File: src/rtl/uart_pkg.sv
// Shared definitions for the UART register bank and its response serializer.
// Holds command codes, response frame constants and the response FSM encoding.
package uart_pkg;

    // Command codes carried in func_reg
    localparam logic [7:0] CMD_WRITE  = 8'h01;  // load a channel's shadow set
    localparam logic [7:0] CMD_EN     = 8'h02;  // load a channel's shadow enable
    localparam logic [7:0] CMD_COMMIT = 8'h03;  // shadow -> active for a channel mask
    localparam logic [7:0] CMD_READ   = 8'h04;  // read back a channel's active set

    // Response frame constants
    localparam logic [7:0] FRAME_HDR = 8'hA5;
    localparam logic [7:0] NACK_CODE = 8'hEE;
    localparam int         READ_LEN  = 12;
    localparam int         NACK_LEN  = 3;
    localparam int         FRAME_MAX = 12;

    // Response serializer states
    typedef enum logic [1:0] {
        ST_IDLE = 2'd0,
        ST_LOAD = 2'd1,
        ST_SEND = 2'd2
    } tx_state_t;

endpackage

File: src/rtl/uart_resp_tx.sv
// Response serializer: captures a readback or NACK frame into a byte buffer
// and streams it out over a valid/ready byte interface.
//
// Ports
//   clk_50M, rst         clock, synchronous active-high reset
//   start                one-cycle request, only honoured in IDLE
//   start_nack           request is a NACK (else a readback)
//   start_ch, start_func channel and command of the request
//   sel_ch               latched channel, used by the parent to mux rd_*
//   rd_duty .. rd_pat    active register values of sel_ch (pattern zero-extended)
//   tx_data/valid/ready  response byte stream
//   busy                 response in progress (state != IDLE)
//   state_dbg            current FSM state
//
// Handshake: tx_valid is high for every cycle in SEND; a byte is transferred
// on a rising edge where tx_valid && tx_ready. tx_data holds its value until
// that transfer and presents the next byte on the following cycle.
module uart_resp_tx
    import uart_pkg::*;
(
    input  logic        clk_50M,
    input  logic        rst,
    input  logic        start,
    input  logic        start_nack,
    input  logic [7:0]  start_ch,
    input  logic [7:0]  start_func,
    output logic [7:0]  sel_ch,
    input  logic [7:0]  rd_duty,
    input  logic [15:0] rd_dessert,
    input  logic [7:0]  rd_pulse,
    input  logic [31:0] rd_pat,
    output logic [7:0]  tx_data,
    output logic        tx_valid,
    input  logic        tx_ready,
    output logic        busy,
    output logic [1:0]  state_dbg
);

    tx_state_t  state, state_nxt;
    logic [7:0] frame_buf [FRAME_MAX];
    logic [3:0] idx, last_idx;
    logic       nack_q;
    logic [7:0] func_q, ch_q;
    logic [7:0] rb    [FRAME_MAX];
    logic [7:0] csum;
    logic       last_xfer;

    assign sel_ch    = ch_q;
    assign state_dbg = state;
    assign last_xfer = (state == ST_SEND) && tx_ready && (idx == last_idx);

    // Readback frame assembled from the live active registers; it is only
    // sampled into frame_buf during LOAD, so later commits cannot reach it.
    always_comb begin
        rb[0]  = FRAME_HDR;
        rb[1]  = CMD_READ;
        rb[2]  = ch_q;
        rb[3]  = rd_duty;
        rb[4]  = rd_dessert[15:8];
        rb[5]  = rd_dessert[7:0];
        rb[6]  = rd_pulse;
        rb[7]  = rd_pat[31:24];
        rb[8]  = rd_pat[23:16];
        rb[9]  = rd_pat[15:8];
        rb[10] = rd_pat[7:0];
        csum   = 8'h00;
        for (int i = 0; i < READ_LEN - 1; i++) csum = csum ^ rb[i];
        rb[11] = csum;
    end

    // State register
    always_ff @(posedge clk_50M) begin
        if (rst) state <= ST_IDLE;
        else     state <= state_nxt;
    end

    // Next-state logic
    always_comb begin
        state_nxt = state;
        case (state)
            ST_IDLE: if (start) state_nxt = ST_LOAD;
            ST_LOAD: state_nxt = ST_SEND;
            ST_SEND: if (last_xfer) state_nxt = ST_IDLE;
            default: state_nxt = ST_IDLE;
        endcase
    end

    // Outputs
    always_comb begin
        tx_valid = (state == ST_SEND);
        tx_data  = (state == ST_SEND) ? frame_buf[idx] : 8'h00;
        busy     = (state != ST_IDLE);
    end

    // Request latch, frame buffer and byte pointer
    always_ff @(posedge clk_50M) begin
        if (rst) begin
            nack_q   <= 1'b0;
            func_q   <= 8'h00;
            ch_q     <= 8'h00;
            idx      <= 4'd0;
            last_idx <= 4'd0;
            for (int i = 0; i < FRAME_MAX; i++) frame_buf[i] <= 8'h00;
        end else begin
            case (state)
                ST_IDLE: begin
                    if (start) begin
                        nack_q <= start_nack;
                        func_q <= start_func;
                        ch_q   <= start_ch;
                    end
                end
                ST_LOAD: begin
                    idx <= 4'd0;
                    if (nack_q) begin
                        last_idx <= 4'(NACK_LEN - 1);
                        for (int i = 0; i < FRAME_MAX; i++) frame_buf[i] <= 8'h00;
                        frame_buf[0] <= FRAME_HDR;
                        frame_buf[1] <= NACK_CODE;
                        frame_buf[2] <= func_q;
                    end else begin
                        last_idx <= 4'(READ_LEN - 1);
                        for (int i = 0; i < FRAME_MAX; i++) frame_buf[i] <= rb[i];
                    end
                end
                ST_SEND: begin
                    if (tx_ready) idx <= idx + 4'd1;
                end
                default: ;
            endcase
        end
    end

endmodule

File: src/rtl/uart_reg_bank.sv
// Per-channel PWM/DAC register bank driven by decoded UART packets.
// Each channel has a shadow set (written by commands) and an active set
// (driving the outputs); a commit copies shadow to active atomically.
//
// Ports
//   clk_50M, rst      clock, synchronous active-high reset
//   func_reg          command code of the received packet
//   rev_data          payload bytes 1..10 (byte1 in [79:72])
//   pack_done         one-cycle packet-valid pulse
//   tx_data/valid/ready  response byte stream
//   ch_en, duty_num, pulse_dessert, pulse_num, pat  active registers, ch0 in LSBs
//   err_cnt           saturating error counter
//   busy              response in progress
module uart_reg_bank
    import uart_pkg::*;
#(
    parameter int NUM_CH = 4,
    parameter int PAT_W  = 32,
    parameter int DUTY_W = 8
) (
    input  logic                     clk_50M,
    input  logic                     rst,
    input  logic [7:0]               func_reg,
    input  logic [79:0]              rev_data,
    input  logic                     pack_done,
    output logic [7:0]               tx_data,
    output logic                     tx_valid,
    input  logic                     tx_ready,
    output logic [NUM_CH-1:0]        ch_en,
    output logic [NUM_CH*DUTY_W-1:0] duty_num,
    output logic [NUM_CH*16-1:0]     pulse_dessert,
    output logic [NUM_CH*DUTY_W-1:0] pulse_num,
    output logic [NUM_CH*PAT_W-1:0]  pat,
    output logic [7:0]               err_cnt,
    output logic                     busy
);

    logic [7:0]  b1, b2;
    logic        is_err, is_read, resp_start, err_inc;
    logic [7:0]  sel_ch;
    logic [7:0]  rd_duty, rd_pulse;
    logic [15:0] rd_dessert;
    logic [31:0] rd_pat;
    logic [1:0]  unused_tx_state;
    logic        unused_rev;

    logic              sh_en     [NUM_CH];
    logic [DUTY_W-1:0] sh_duty   [NUM_CH];
    logic [15:0]       sh_des    [NUM_CH];
    logic [DUTY_W-1:0] sh_pulse  [NUM_CH];
    logic [PAT_W-1:0]  sh_pat    [NUM_CH];
    logic              act_en    [NUM_CH];
    logic [DUTY_W-1:0] act_duty  [NUM_CH];
    logic [15:0]       act_des   [NUM_CH];
    logic [DUTY_W-1:0] act_pulse [NUM_CH];
    logic [PAT_W-1:0]  act_pat   [NUM_CH];

    assign b1         = rev_data[79:72];
    assign b2         = rev_data[71:64];
    assign unused_rev = ^rev_data;

    // Decode. Commit carries a mask rather than a channel, so only the
    // channel-addressed commands range-check byte1.
    always_comb begin
        is_read = (func_reg == CMD_READ);
        is_err  = (func_reg < CMD_WRITE) || (func_reg > CMD_READ) ||
                  ((func_reg != CMD_COMMIT) && (b1 >= 8'(NUM_CH)));
        // A response is only queued when the serializer is idle; a readback
        // or error arriving while busy is dropped and counted as an error.
        resp_start = pack_done && !busy && (is_err || is_read);
        err_inc    = pack_done && (is_err || (is_read && busy));
    end

    // Register file: write/enable/commit still execute while busy.
    always_ff @(posedge clk_50M) begin
        if (rst) begin
            for (int i = 0; i < NUM_CH; i++) begin
                sh_en[i]     <= 1'b0;
                sh_duty[i]   <= '0;
                sh_des[i]    <= '0;
                sh_pulse[i]  <= '0;
                sh_pat[i]    <= '0;
                act_en[i]    <= 1'b0;
                act_duty[i]  <= '0;
                act_des[i]   <= '0;
                act_pulse[i] <= '0;
                act_pat[i]   <= '0;
            end
        end else if (pack_done && !is_err) begin
            for (int i = 0; i < NUM_CH; i++) begin
                if (func_reg == CMD_WRITE && b1 == 8'(i)) begin
                    sh_duty[i]  <= DUTY_W'(rev_data[63:56]);
                    sh_des[i]   <= rev_data[55:40];
                    sh_pulse[i] <= DUTY_W'(rev_data[39:32]);
                    sh_pat[i]   <= rev_data[PAT_W-1:0];
                end
                if (func_reg == CMD_EN && b1 == 8'(i))
                    sh_en[i] <= b2[0];
                if (func_reg == CMD_COMMIT && b2[i]) begin
                    act_en[i]    <= sh_en[i];
                    act_duty[i]  <= sh_duty[i];
                    act_des[i]   <= sh_des[i];
                    act_pulse[i] <= sh_pulse[i];
                    act_pat[i]   <= sh_pat[i];
                end
            end
        end
    end

    always_ff @(posedge clk_50M) begin
        if (rst)                            err_cnt <= 8'h00;
        else if (err_inc && err_cnt != 8'hFF) err_cnt <= err_cnt + 8'h01;
    end

    // Flatten active set onto the output buses, channel 0 in the LSBs
    always_comb begin
        for (int i = 0; i < NUM_CH; i++) begin
            ch_en[i]                          = act_en[i];
            duty_num[i*DUTY_W +: DUTY_W]      = act_duty[i];
            pulse_dessert[i*16 +: 16]         = act_des[i];
            pulse_num[i*DUTY_W +: DUTY_W]     = act_pulse[i];
            pat[i*PAT_W +: PAT_W]             = act_pat[i];
        end
    end

    // Readback source for the channel latched by the serializer
    always_comb begin
        rd_duty    = 8'h00;
        rd_dessert = 16'h0000;
        rd_pulse   = 8'h00;
        rd_pat     = 32'h0;
        for (int i = 0; i < NUM_CH; i++) begin
            if (sel_ch == 8'(i)) begin
                rd_duty    = act_duty[i][7:0];
                rd_dessert = act_des[i];
                rd_pulse   = act_pulse[i][7:0];
                rd_pat     = 32'(act_pat[i]);
            end
        end
    end

    uart_resp_tx u_resp_tx (
        .clk_50M    (clk_50M),
        .rst        (rst),
        .start      (resp_start),
        .start_nack (is_err),
        .start_ch   (b1),
        .start_func (func_reg),
        .sel_ch     (sel_ch),
        .rd_duty    (rd_duty),
        .rd_dessert (rd_dessert),
        .rd_pulse   (rd_pulse),
        .rd_pat     (rd_pat),
        .tx_data    (tx_data),
        .tx_valid   (tx_valid),
        .tx_ready   (tx_ready),
        .busy       (busy),
        .state_dbg  (unused_tx_state)
    );

endmodule
File: config.mk
export PLATFORM = sky130hd
export DESIGN_NAME = uart_reg_bank
export DESIGN_NICKNAME = d
export VERILOG_FILES = /design/src/rtl/uart_pkg.sv /design/src/rtl/uart_resp_tx.sv /design/src/rtl/uart_reg_bank.sv
export SDC_FILE = /design/constraint.sdc
export NUM_CORES = 1
export LEC_CHECK = 0
export CAP_MARGIN = 0
export CORE_MARGIN = 2
export CORE_UTILIZATION = 50
export CTS_CLUSTER_DIAMETER = 80
export DETAILED_ROUTE_END_ITERATION = 6
export PLACE_DENSITY = 0.74
export SETUP_SLACK_MARGIN = 0.15
export SYNTH_ARGS = -nofsm -noshare
export SYNTH_HDL_FRONTEND = slang
export SYNTH_SLANG_ARGS = --single-unit
File: constraint.sdc
create_clock -name clk_50M -period 6.4 [get_ports clk_50M]
set_input_delay 1.92 -clock clk_50M [delete_from_list [all_inputs] [get_ports clk_50M]]
set_output_delay 1.92 -clock clk_50M [all_outputs]
set_load 0.01 [all_outputs]
==> impl_metrics.yaml <==
run_status:
  status: "completed"
power_and_ir_drop:
  leakage_nw: 13.10
  peakVddDrop_uv: 227.7
  power_w: 0.009677
  powerDensity_nw_per_um2: 281.7
min_path:
  hp-class: "flip-flop to flip-flop"
  min_to: "u_resp_tx.last_idx[0]$_SDFFE_PP0P_"
  hold_start: "u_resp_tx.last_idx[0]$_SDFFE_PP0P_"
  hold_path_depth: 2
clocking:
  clk_pin_slew_worst_paths_ns: 0.05
  tritoncts: "yes"
  clock_latency_ns: 0.61
  cts.root.buffer_cell: "clkbuf_16"
  post_cts_resized: 0
  htreeDepth: 3
  cts_sinks: 640
  postCtsHoldBufs: 0
  numCtsBuffers: 68
  cts.path.max_buffers: 3
  cts_setup_buffers: 0
detailed_routing:
  via_per_inst: 5.969
  finalWirelength_um: 85890
  wire_per_inst_um: 27.91
  drt_first_iter_violations: 2301
  drc: 0
  ant_nets: 0
  drt_pass1_iterations: 5
  via_count: 18370
timing:
  tightest_slew_ns: 1.206
  fmax_mhz: 188.2
  tns_ns: 0
  slew_headroom_pct: 19.58
  setup_viol: 0
  clock_skew_ns: 0.02281
  timing.final.crit_share_pct: 83.02
  fin_crit_ns: 5.313
  hold_violations: 0
  rsz0062_at_grt: "no"
  drv_slew: 0
final_layout:
  fin_util_pct: 62.47
  fill_cells: 4048
  layout_common_cells: "edfxtp_1, clkdlybuf4s50_1, and3_1, and2_1, nor2_1"
  area_growth_pct: 23.90
  drive_above_1_share_pct: 10.41
  final_area_sq_um: 34350
  fin_nets: 2367
  final_common_cell: "edfxtp_1"
worst_setup_path:
  worstSetupPathType: "flip-flop to output pin"
  ff2ff_path_depth: 8
  worstPathRequired_ns: 4.48
  r2r-end: "u_resp_tx.frame_buf[11][0]$_SDFFCE_PP0P_"
  path_max_fanout: 22
  crit_path_end_kind: "output pin"
  crit_arrival_ns: 3.39
  r2r-start: "u_resp_tx.sel_ch[1]$_SDFFE_PP0P_"
  reg2reg_slack_ns: 2.77
  crit_path_start_kind: "flip-flop"
floorplan:
  dieHeight_um: 239.5
  core_sq_um: 54990
  start_util_pct: 50.42
  fp.dieW_um: 239.5
  ios: 370
  design.die.area_sq_um: 57350
  rows: 86
place:
  portBuffers: 365
  placedInstanceArea_sq_um: 32070
  place_congestion: 0.9313
  dp_hpwl_um: 54620
synth:
  synthCells: 1940
  ys_warn_count: 0
  synth_cell_types: 74
  synth_ff_type: "edfxtp_1"
  avgSynthCellArea_sq_um: 14.29
  synth-edff-count: 603
  ys_ff_latch: 640
  syn_area_sq_um: 27720
  syn-num-nets: 2034
  synthArstFlopShare_pct: 0
  synth_seq_area_share_pct: 67.98
job:
  cap_violations: 0
global_routing:
  overflow: 0
  grt_max_degree: 261
  grt_first_pass_wirelength_um: 122800
  grt.total_usage_pct: 29.94
  antenna_found_initial: 10
  grt_pass1_vias: 18180
[synth_stat cells, drive strengths merged (22+ instances only)]
cell / count / area (sq um)
o21ai: 22 / 110.1
edfxtp: 603 / 18110
dfxtp: 37 / 740.7
buf: 38 / 302.8
clkbuf: 102 / 395.4
inv: 22 / 82.58
mux2: 26 / 300.3
mux4: 47 / 1104
nor2: 132 / 525.5
and3: 271 / 1695
a21oi: 49 / 245.2
and2: 268 / 1677
nand2: 47 / 178.9
xnor2: 28 / 245.2
mux2i: 54 / 540.5
[power breakdown]
| group | internal, W | leakage (nW) | switching, W |
|---|---|---|---|
| combinational | 0.000318 | 5.56 | 0.000474 |
| sequential | 0.00474 | 6.44 | 0.000102 |
| clock | 0.00239 | 1.10 | 0.00165 |
[area by class of cell]
type	count	area [sq um]	area share, %
sequential	640	18860	54.89
multi-input combinational	1138	8179	23.81
timing repair buffer	403	4014	11.69
clock buffer	83	1852	5.391
tap	748	935.9	2.725
clock inverter	39	420.4	1.224
inverter	22	82.58	0.2404
antenna	4	10.01	0.02914
[flip-flops by register name, indices dropped and copies added, names as in the netlist, 32 cells and up, named ones only]
register	flops
act_pat	128
sh_pat	128
u_resp_tx.frame_buf	83
act_des	64
sh_des	64
act_duty	32
act_pulse	32
sh_duty	32
sh_pulse	32
[layer usage]
metal / GRT usage (%) / part of all wire, %
met1: 39.39 / 38
met2: 47.48 / 48
met3: 7.238 / 10
met4: 13.35 / 4.1
met5: 0 / 0.066
[worst max-delay path: stages, from the launching register on]
cell,delay (ns)
dfxtp_1,0.67
buf_4,0.44
mux4_2,0.56
nand2_1,0.09
o21ai_0,0.11
mux2i_1,0.28
nor2_1,0.12
clkdlybuf4s50_1,0.50
[how the worst max path moves through the flow]
stage                      start                       endpoint
finish                 flip-flop                     tx_data[6]
global placement     func_reg[5]   act_pat[3][27]$_SDFFCE_PN0P_
global route           flip-flop                     tx_data[2]
detailed placement   func_reg[5]  act_pulse[0][1]$_SDFFCE_PN0P_
floorplan           rev_data[79]     sh_des[1][0]$_SDFFCE_PN0P_
CTS                    flip-flop                     tx_data[6]
[per-stage QoR]
step	hold WS, ns	instances	setup WS [ns]
after global placement	0.4724	2951	1.299
final	0.4835	3077	1.087
after global routing	0.5065	3076	0.9374
after detailed placement	0.4789	2951	1.251
after floorplan	0.4537	1940	0.1575
after CTS	0.4860	3073	1.077
[kinds of logic after synthesis]
logic type      share of synthesized area (%)
flops                                   67.98
mux                                     7.013
fa+ha+maj                              0.1264
simple gates                            16.72
buf+inv                                 2.816
compound gates                          3.791
xor+xnor                                1.548
Note: power is estimated with default switching activity, not from simulation.
